===== src/rtl/vdp_cpu_port_pkg.sv =====
// vdp_cpu_port_pkg: shared types and defaults for the V9958 CPU port bridge.
package vdp_cpu_port_pkg;
  localparam int FILTER_LEN_DEF = 3;
  localparam int FIFO_DEPTH_DEF = 4;
  typedef enum logic [1:0] {IDLE, WREQ, RREQ, RHOLD} issue_state_e;
  typedef struct packed {
    logic [1:0] adr;
    logic [7:0] data;
  } fifo_entry_t;
endpackage


===== src/rtl/vdp_cpu_port_strobe.sv =====
// io_strobe_filter: 2-flop synchroniser plus run-length deglitch filter with fall pulse.
module io_strobe_filter #(
  parameter int FILTER_LEN = 3
) (
  input  logic clk_w,
  input  logic reset_n_w,
  input  logic strobe_n,
  output logic filt,
  output logic fall
);
  localparam int CW = (FILTER_LEN > 1) ? $clog2(FILTER_LEN) : 1;
  logic [1:0] sync_q, sync_d;
  logic filt_q, filt_d, prev_q;
  logic [CW-1:0] cnt_q, cnt_d;
  always_comb begin
    sync_d = {sync_q[0], strobe_n};
    filt_d = filt_q;
    cnt_d  = '0;
    if (sync_q[1] != filt_q) begin
      if (cnt_q == CW'(FILTER_LEN - 1)) filt_d = sync_q[1];
      else cnt_d = cnt_q + CW'(1);
    end
  end
  always_ff @(posedge clk_w or negedge reset_n_w) begin
    if (!reset_n_w) begin
      sync_q <= 2'b11;
      filt_q <= 1'b1;
      prev_q <= 1'b1;
      cnt_q  <= '0;
    end else begin
      sync_q <= sync_d;
      filt_q <= filt_d;
      prev_q <= filt_q;
      cnt_q  <= cnt_d;
    end
  end
  assign filt = filt_q;
  assign fall = prev_q & ~filt_q;
endmodule


===== src/rtl/vdp_cpu_port.sv =====
// vdp_cpu_port: Z80 port strobes to V9958 REQ/ACK bridge with write posting FIFO.
module vdp_cpu_port
  import vdp_cpu_port_pkg::*;
#(
  parameter int FILTER_LEN = FILTER_LEN_DEF,
  parameter int FIFO_DEPTH = FIFO_DEPTH_DEF
) (
  input  logic                          clk_w,
  input  logic                          reset_n_w,
  input  logic                          csr_n,
  input  logic                          csw_n,
  input  logic [1:0]                    port_addr,
  input  logic [7:0]                    cd_in,
  output logic [7:0]                    cd_out,
  output logic                          wait_n,
  output logic                          vdp_req,
  output logic                          vdp_wrt,
  output logic [1:0]                    vdp_adr,
  output logic [7:0]                    vdp_dbo,
  input  logic                          vdp_ack,
  input  logic [7:0]                    vdp_dbi,
  output logic [$clog2(FIFO_DEPTH):0]   fifo_level,
  output logic                          overflow
);
  localparam int AW = $clog2(FIFO_DEPTH);
  localparam int LW = AW + 1;
  issue_state_e state_q, state_d;
  fifo_entry_t bus_s1_q, bus_s2_q, head;
  fifo_entry_t mem_q [FIFO_DEPTH];
  fifo_entry_t mem_d [FIFO_DEPTH];
  logic [AW-1:0] wp_q, wp_d, rp_q, rp_d;
  logic [LW-1:0] level_q, level_d;
  logic overflow_q, overflow_d, read_pending_q, read_pending_d, wait_n_q, wait_n_d;
  logic req_q, req_d, wrt_q, wrt_d;
  logic [1:0] adr_q, adr_d, rd_adr_q, rd_adr_d;
  logic [7:0] dbo_q, dbo_d, cd_out_q, cd_out_d;
  logic r_filt, r_fall, w_filt, w_fall, wr_ev, rd_ev, full, push, pop, rd_done;
  io_strobe_filter #(.FILTER_LEN(FILTER_LEN)) u_rd (
    .clk_w(clk_w), .reset_n_w(reset_n_w), .strobe_n(csr_n), .filt(r_filt), .fall(r_fall));
  io_strobe_filter #(.FILTER_LEN(FILTER_LEN)) u_wr (
    .clk_w(clk_w), .reset_n_w(reset_n_w), .strobe_n(csw_n), .filt(w_filt), .fall(w_fall));
  // A fall while the other strobe is also low is a bus conflict and is dropped.
  assign wr_ev = w_fall & r_filt;
  assign rd_ev = r_fall & w_filt & ~read_pending_q;
  assign full  = level_q == LW'(FIFO_DEPTH);
  assign push  = wr_ev & ~full;
  assign head  = mem_q[rp_q];
  always_ff @(posedge clk_w or negedge reset_n_w) begin
    if (!reset_n_w) state_q <= IDLE;
    else state_q <= state_d;
  end
  always_comb begin
    state_d = state_q;
    case (state_q)
      IDLE:    state_d = (level_q != '0) ? WREQ : read_pending_q ? RREQ : IDLE;
      WREQ:    state_d = vdp_ack ? IDLE : WREQ;
      RREQ:    state_d = vdp_ack ? RHOLD : RREQ;
      default: state_d = r_filt ? IDLE : RHOLD;
    endcase
  end
  // The head entry stays counted until its ack, so an in-flight write occupies a slot.
  always_comb begin
    req_d    = req_q;
    wrt_d    = wrt_q;
    adr_d    = adr_q;
    dbo_d    = dbo_q;
    cd_out_d = cd_out_q;
    pop      = 1'b0;
    rd_done  = 1'b0;
    case (state_q)
      IDLE: begin
        if (level_q != '0) begin
          req_d = 1'b1;
          wrt_d = 1'b1;
          adr_d = head.adr;
          dbo_d = head.data;
        end else if (read_pending_q) begin
          req_d = 1'b1;
          wrt_d = 1'b0;
          adr_d = rd_adr_q;
        end
      end
      WREQ: begin
        req_d = vdp_ack ? 1'b0 : req_q;
        pop   = vdp_ack;
      end
      RREQ: begin
        req_d    = vdp_ack ? 1'b0 : req_q;
        cd_out_d = vdp_ack ? vdp_dbi : cd_out_q;
        rd_done  = vdp_ack;
      end
      default: ;
    endcase
  end
  always_comb begin
    mem_d = mem_q;
    if (push) mem_d[wp_q] = bus_s2_q;
    wp_d           = push ? wp_q + AW'(1) : wp_q;
    rp_d           = pop ? rp_q + AW'(1) : rp_q;
    level_d        = level_q + LW'(push) - LW'(pop);
    overflow_d     = overflow_q | (wr_ev & full);
    read_pending_d = (read_pending_q | rd_ev) & ~rd_done;
    rd_adr_d       = rd_ev ? bus_s2_q.adr : rd_adr_q;
    wait_n_d       = ~read_pending_q | rd_done;
  end
  always_ff @(posedge clk_w or negedge reset_n_w) begin
    if (!reset_n_w) begin
      bus_s1_q       <= '0;
      bus_s2_q       <= '0;
      mem_q          <= '{default: '0};
      wp_q           <= '0;
      rp_q           <= '0;
      level_q        <= '0;
      overflow_q     <= 1'b0;
      read_pending_q <= 1'b0;
      rd_adr_q       <= '0;
      wait_n_q       <= 1'b1;
      req_q          <= 1'b0;
      wrt_q          <= 1'b0;
      adr_q          <= '0;
      dbo_q          <= '0;
      cd_out_q       <= '0;
    end else begin
      bus_s1_q       <= {port_addr, cd_in};
      bus_s2_q       <= bus_s1_q;
      mem_q          <= mem_d;
      wp_q           <= wp_d;
      rp_q           <= rp_d;
      level_q        <= level_d;
      overflow_q     <= overflow_d;
      read_pending_q <= read_pending_d;
      rd_adr_q       <= rd_adr_d;
      wait_n_q       <= wait_n_d;
      req_q          <= req_d;
      wrt_q          <= wrt_d;
      adr_q          <= adr_d;
      dbo_q          <= dbo_d;
      cd_out_q       <= cd_out_d;
    end
  end
  assign cd_out     = cd_out_q;
  assign wait_n     = wait_n_q;
  assign vdp_req    = req_q;
  assign vdp_wrt    = wrt_q;
  assign vdp_adr    = adr_q;
  assign vdp_dbo    = dbo_q;
  assign fifo_level = level_q;
  assign overflow   = overflow_q;
endmodule


===== config.mk =====
export PLATFORM = sky130hd
export DESIGN_NAME = vdp_cpu_port
export DESIGN_NICKNAME = d
export VERILOG_FILES = /design/src/rtl/vdp_cpu_port_pkg.sv /design/src/rtl/vdp_cpu_port_strobe.sv /design/src/rtl/vdp_cpu_port.sv
export SDC_FILE = /design/constraint.sdc
export NUM_CORES = 1
export LEC_CHECK = 0
export CAP_MARGIN = 20
export CORE_ASPECT_RATIO = 1.1
export CORE_MARGIN = 4
export CORE_UTILIZATION = 48
export DETAILED_ROUTE_END_ITERATION = 10
export PLACE_DENSITY = 0.66
export SLEW_MARGIN = 0
export SYNTH_ARGS = -nofsm -noshare
export SYNTH_HDL_FRONTEND = slang
export SYNTH_HIERARCHICAL = 1
export SYNTH_SLANG_ARGS = --single-unit
export TNS_END_PERCENT = 1

===== constraint.sdc =====
create_clock -name clk_w -period 2.8 [get_ports clk_w]
set_clock_uncertainty 0.1 [all_clocks]
set_input_delay 0.42 -clock clk_w [delete_from_list [all_inputs] [get_ports clk_w]]
set_output_delay 0.42 -clock clk_w [all_outputs]
set_load 0.02 [all_outputs]

Word-level counts from Yosys, hierarchy flattened
Cells that the tools add are included.

$add $sub $neg: 6. Magnitude comparators: 3. Eq/ne operators: 9. Muxes and demuxes: 26. Bitwise gates (word level): 18. Reduce and logical (&&, ||, !) cells: 12.

Operators with widths (number): 40-bit bitwise mux (1); 10-bit 2-to-1 mux (3); 10-bit binary-select mux with 2-bit select (1); 10-bit demux with 2-bit select (1); 2-bit 2-to-1 mux (9); 2-bit AND reduction (5); 1-bit 2-to-1 mux (9); 2-bit by 1-bit adder with 2-bit output (second input constant) (4); 1-bit bitwise AND (8); 2-bit equality test (second input constant) (3); 3-bit >= comparator (second input constant) (2); 2-bit inverter with 3-bit output (2); 2-bit one-hot mux with 3 select lines (1); 1-bit inverter (5); 2-bit nonzero test (2); 3-bit by 1-bit adder with 3-bit output (1); 3-bit equality test (second input constant) (1); 3-bit by 1-bit < comparator with 1-bit output (second input constant) (1); 3-bit inequality test (second input constant) (1); 1-bit OR (3); 3-bit AND reduction (1); 3-bit nonzero test (1); 3-bit by 1-bit subtractor with 3-bit output (1); 2-bit by 1-bit equality test with 1-bit output (second input constant) (1); other kinds (6) (7).

Flip-flop bits (word level): 106. Input port bits: 23. Output and inout port bits: 25. Logic and storage cells: 107.

Depth between registers and ports, before layout
Word-level depth: 6. Depth in mapped cells: 9. Gate-level depth less buffers: 9.

By module
Netlist, hierarchy kept.

By module, submodules not included: vdp_cpu_port (times used 1, cells each 232, area an instance 3786.1 um2, seq. area each 2353.5 um2); io_strobe_filter (times used 2, cells each 12, area an instance 214.0 um2, seq. area each 155.1 um2).

Worst setup path after synthesis
Ideal clock, no wire load.

Path type: reg2reg. Start point: register u_rd.filt_q, in the netlist u_rd/filt. End point: register level_q[2], in the netlist fifo_level[2]. Setup time: 123 ps. Arrival time: 2177 ps. Required time: 2577 ps. Slack: 401 ps. Cell stages (with the launch flop): 10. Buffers on the path: 1. Period minus slack after synthesis: 2399 ps. Path through: dfstp_2 clkbuf_1 nand2_1 nor2b_1 inv_1 ha_1 inv_1 ha_1 fa_1 xnor2_1.

Cells in the longest elaborated chain, start to end: 4.

RTL lines: from (decl) (line vdp_cpu_port_strobe.sv:13) `logic filt_q, filt_d, prev_q;`; from (signal assigned) (line vdp_cpu_port_strobe.sv:32) `filt_q <= filt_d;`; 1-bit bitwise AND (line vdp_cpu_port.sv:43) `assign wr_ev = w_fall & r_filt;`; 1-bit bitwise AND (line vdp_cpu_port.sv:46) `assign push = wr_ev & ~full;`; 3-bit by 1-bit adder with 3-bit output (line vdp_cpu_port.sv:100) `level_d = level_q + LW'(push) - LW'(pop);`; 3-bit by 1-bit subtractor with 3-bit output (line vdp_cpu_port.sv:100); net level_d[2] (line vdp_cpu_port.sv:32) `logic [LW-1:0] level_q, level_d;`; to (signal assigned) (line vdp_cpu_port.sv:129) `level_q <= level_d;`; to (decl) (line vdp_cpu_port.sv:32).

The timed path passes the listed nets, and every way through them passes these cells. A chain may end at the register's enable or synchronous reset.

Worst setup path in the final report
Start point: register level_q[2], in the netlist fifo_level[2]. End point: register level_q[2], in the netlist fifo_level[2].

Cells in the longest elaborated chain, start to end: 5.

RTL lines: 3-bit equality test (line vdp_cpu_port.sv:45) `assign full = level_q == LW'(FIFO_DEPTH);`; 1-bit inverter (line vdp_cpu_port.sv:46); 1-bit bitwise AND (line vdp_cpu_port.sv:46); 3-bit by 1-bit adder with 3-bit output * (line vdp_cpu_port.sv:100); 3-bit by 1-bit subtractor with 3-bit output * (line vdp_cpu_port.sv:100); net level_d[2] (line vdp_cpu_port.sv:32).

The timed path passes the listed nets; every way through them passes the cells marked *.

==> impl_metrics.ini <==
[final_layout]
final_util = 0.594
syn_to_final_growth_pct = 19.1
antennaDiodeCount = 0
layout.nets = 345
stdcell_count = 427
fin_area_um2 = 5020
drive_above_1_share = 0.348

[sta]
min_period_ns = 2.38
setup_viol = 0
rsz0062_at_grt = false
tns_ns = 0
slew_viol_final = 0
tightest_slew_ns = 0.671
setup_slack_ns = 0.417
min_period_over_period = 0.851
slew_headroom = 0.553
max_freq_mhz = 420
hold_slack_ns = -0.00962
hold_viol = 10

[setup_path]
endpoint_kind = flip-flop
worst-endpoint-required_ns = 2.95
crit_arrival_ns = 2.54
worstPathMaxFanout = 6
critical_path_class = flip-flop to flip-flop
cp-start-kind = flip-flop

[floorplanning]
die-width_um = 97.3
rows = 35
die-area_um2 = 10300
start_util = 0.499
die_y_um = 106
num_io_pins = 48
core_area_um2 = 8450

[clock_network]
clock_latency_ns = 0.36
ctsLongestPathBuffers = 2
clk_pin_slew_ns = 0.10
cts_buffers = 9
tritoncts = built
cts_root_buf = clkbuf_8
post-cts-setup-buffers = 0
post_cts_resized = 0
clock-sinks = 106
postCtsHoldBufs = 0
htreeDepth = 3

[global_route]
grt_max_degree = 54
grt_pass1_wl_um = 11900
grtUsageTotal = 0.145
antenna_found_initial = 0
grt_pass1_vias = 2364
overflow = 0

[routing]
vias = 2199
drc_errors = 0
viasPerCell = 5.15
avgRoutedWirePerCell_um = 16.3
finalWirelength_um = 6950
drtPass1Iterations = 4
ant_nets = 0
dr.first_iter.drc_count = 61

[power]
powerDensity_nw_per_um2 = 1120
power_mw = 5.61
p_leak_nw = 2.22
vdd_ir_drop_max_mv = 0.427

[yosys]
syn_avg_cell_area_um2 = 16.5
synth-main-ff-cell = dfrtp_1
yosysSeqAreaShare = 0.632
synth_xor_area_frac = 0.0145
netlist-cell-type-count = 35
synth_nets = 290
async_flop_share = 1.00
synth_compound_area_frac = 0.0235
yosys_warnings = 6
synth_seq_cells = 106
synthAdderAreaFrac = 0.0344
synth_top_family_by_area = multiplexers
synth-edff-count = 0
synthMuxAreaShare = 0.227
synth_cells = 256
synth-simple-area-share = 0.0481
syn_area_um2 = 4210

[placement]
place_area_um2 = 4820
hpwl_um = 4660
port_buffers = 47
place_congestion = 0.819
place_ws_ns = 0.406
place_inst = 411

[outcome]
status = finished with violations
violations = negative hold slack

[run]
cap_violations = 0

[min_path]
hp-class = input port to asynchronous set/reset pin
## cell type report
cell class / instances / area [µm²]
fill: 646 / 3430
sequential: 106 / 2660
multi-input combinational: 132 / 1470
clock inverter: 7 / 76.3
tap: 111 / 139
clock buffer: 9 / 124
inverter: 11 / 41.3
timing repair buffer: 51 / 510
## placed cells by master (no fill, tap or decap), drive strengths merged, types with 2 or more instances in the layout
master         synthesis  layout
a21oi                  8       8
and2b                  2       2
buf                    4       5
clkbuf                 3       9
clkdlybuf4s50          0      46
clkinv                 0       2
clkinvlp               0       2
dfrtp                 97      97
dfstp                  9       9
ha                    10      10
inv                   11      13
mux2                  61      61
mux4                  10      10
nand2                  7       7
nand4                  3       3
nor2b                  3       3
nor3                   3       3
nor3b                  2       2
o22ai                  2       2
xnor2                  5       5
xor2                   2       2
## worst max-delay path, cell delays in order (launching register included)
cell and delay [ns]:
dfrtp_1 0.44, or3b_1 0.33, nor2b_1 0.29, inv_1 0.08, ha_1 0.28, inv_1 0.04, ha_1 0.18, fa_1 0.40
xnor2_1 0.13
## routing by layer
metal  global-route usage  part of all wire  wire length (µm)
met4               0.0386             0.012                82
met1                0.207              0.48              3350
met3               0.0420             0.051               351
met5                    0                 0                 0
met2                0.220              0.46              3170
## where the power goes
group	internal [mW]	switching [mW]
registers	2.14	0.387
clock network	0.420	0.524
logic	1.24	0.895
total	3.80	1.81
## worst paths after layout
check	from	to	slack, ns	cells after the start
worst min-delay path	reset_n_w	wp_q[1]$_DFFE_PN0P_	-0.01	1
min in group clk_w	bus_s1_q[2]$_DFF_PN0_	bus_s2_q[2]$_DFF_PN0_	0.26	0
max in group asynchronous	reset_n_w	wait_n$_DFF_PN1_	1.83	2
worst min register to register	bus_s1_q[2]$_DFF_PN0_	bus_s2_q[2]$_DFF_PN0_	0.26	0
worst max register to register	fifo_level[2]$_DFF_PN0_	fifo_level[2]$_DFF_PN0_	0.42	8
worst max-delay path	fifo_level[2]$_DFF_PN0_	fifo_level[2]$_DFF_PN0_	0.42	8
## synthesized netlist by cell type, drive strengths merged, types with 2 or more instances
cell	n	area [µm²]
a21oi	8	40.0
and2b	2	17.5
buf	4	32.5
clkbuf	3	11.3
dfrtp	97	2430
dfstp	9	236
ha	10	125
inv	11	41.3
mux2	61	732
mux4	10	225
nand2	7	26.3
nand4	3	37.5
nor2b	3	33.8
nor3	3	15.0
nor3b	2	15.0
o22ai	2	12.5
xnor2	5	43.8
xor2	2	17.5
## sequential cells by signal, indices dropped and copies added, names as in the netlist, 3 cells and up
name,flops
bus_s2_q,10
bus_s1_q,10
fifo_level,3
mem_q,40
vdp_dbo,8
cd_out,8
## cell families (layout without fill, tap and decap cells)
family                     after synthesis  in the layout
and+or+nand+nor                         27             27
muxes                                   71             71
xor gates and xnor gates                 7              7
AOI/OAI and AO/OA                       16             16
buffers and inverters                   18             78
DFF                                    106            106
adders and majority gates               11             11
(Power assumes the default switching activity.)
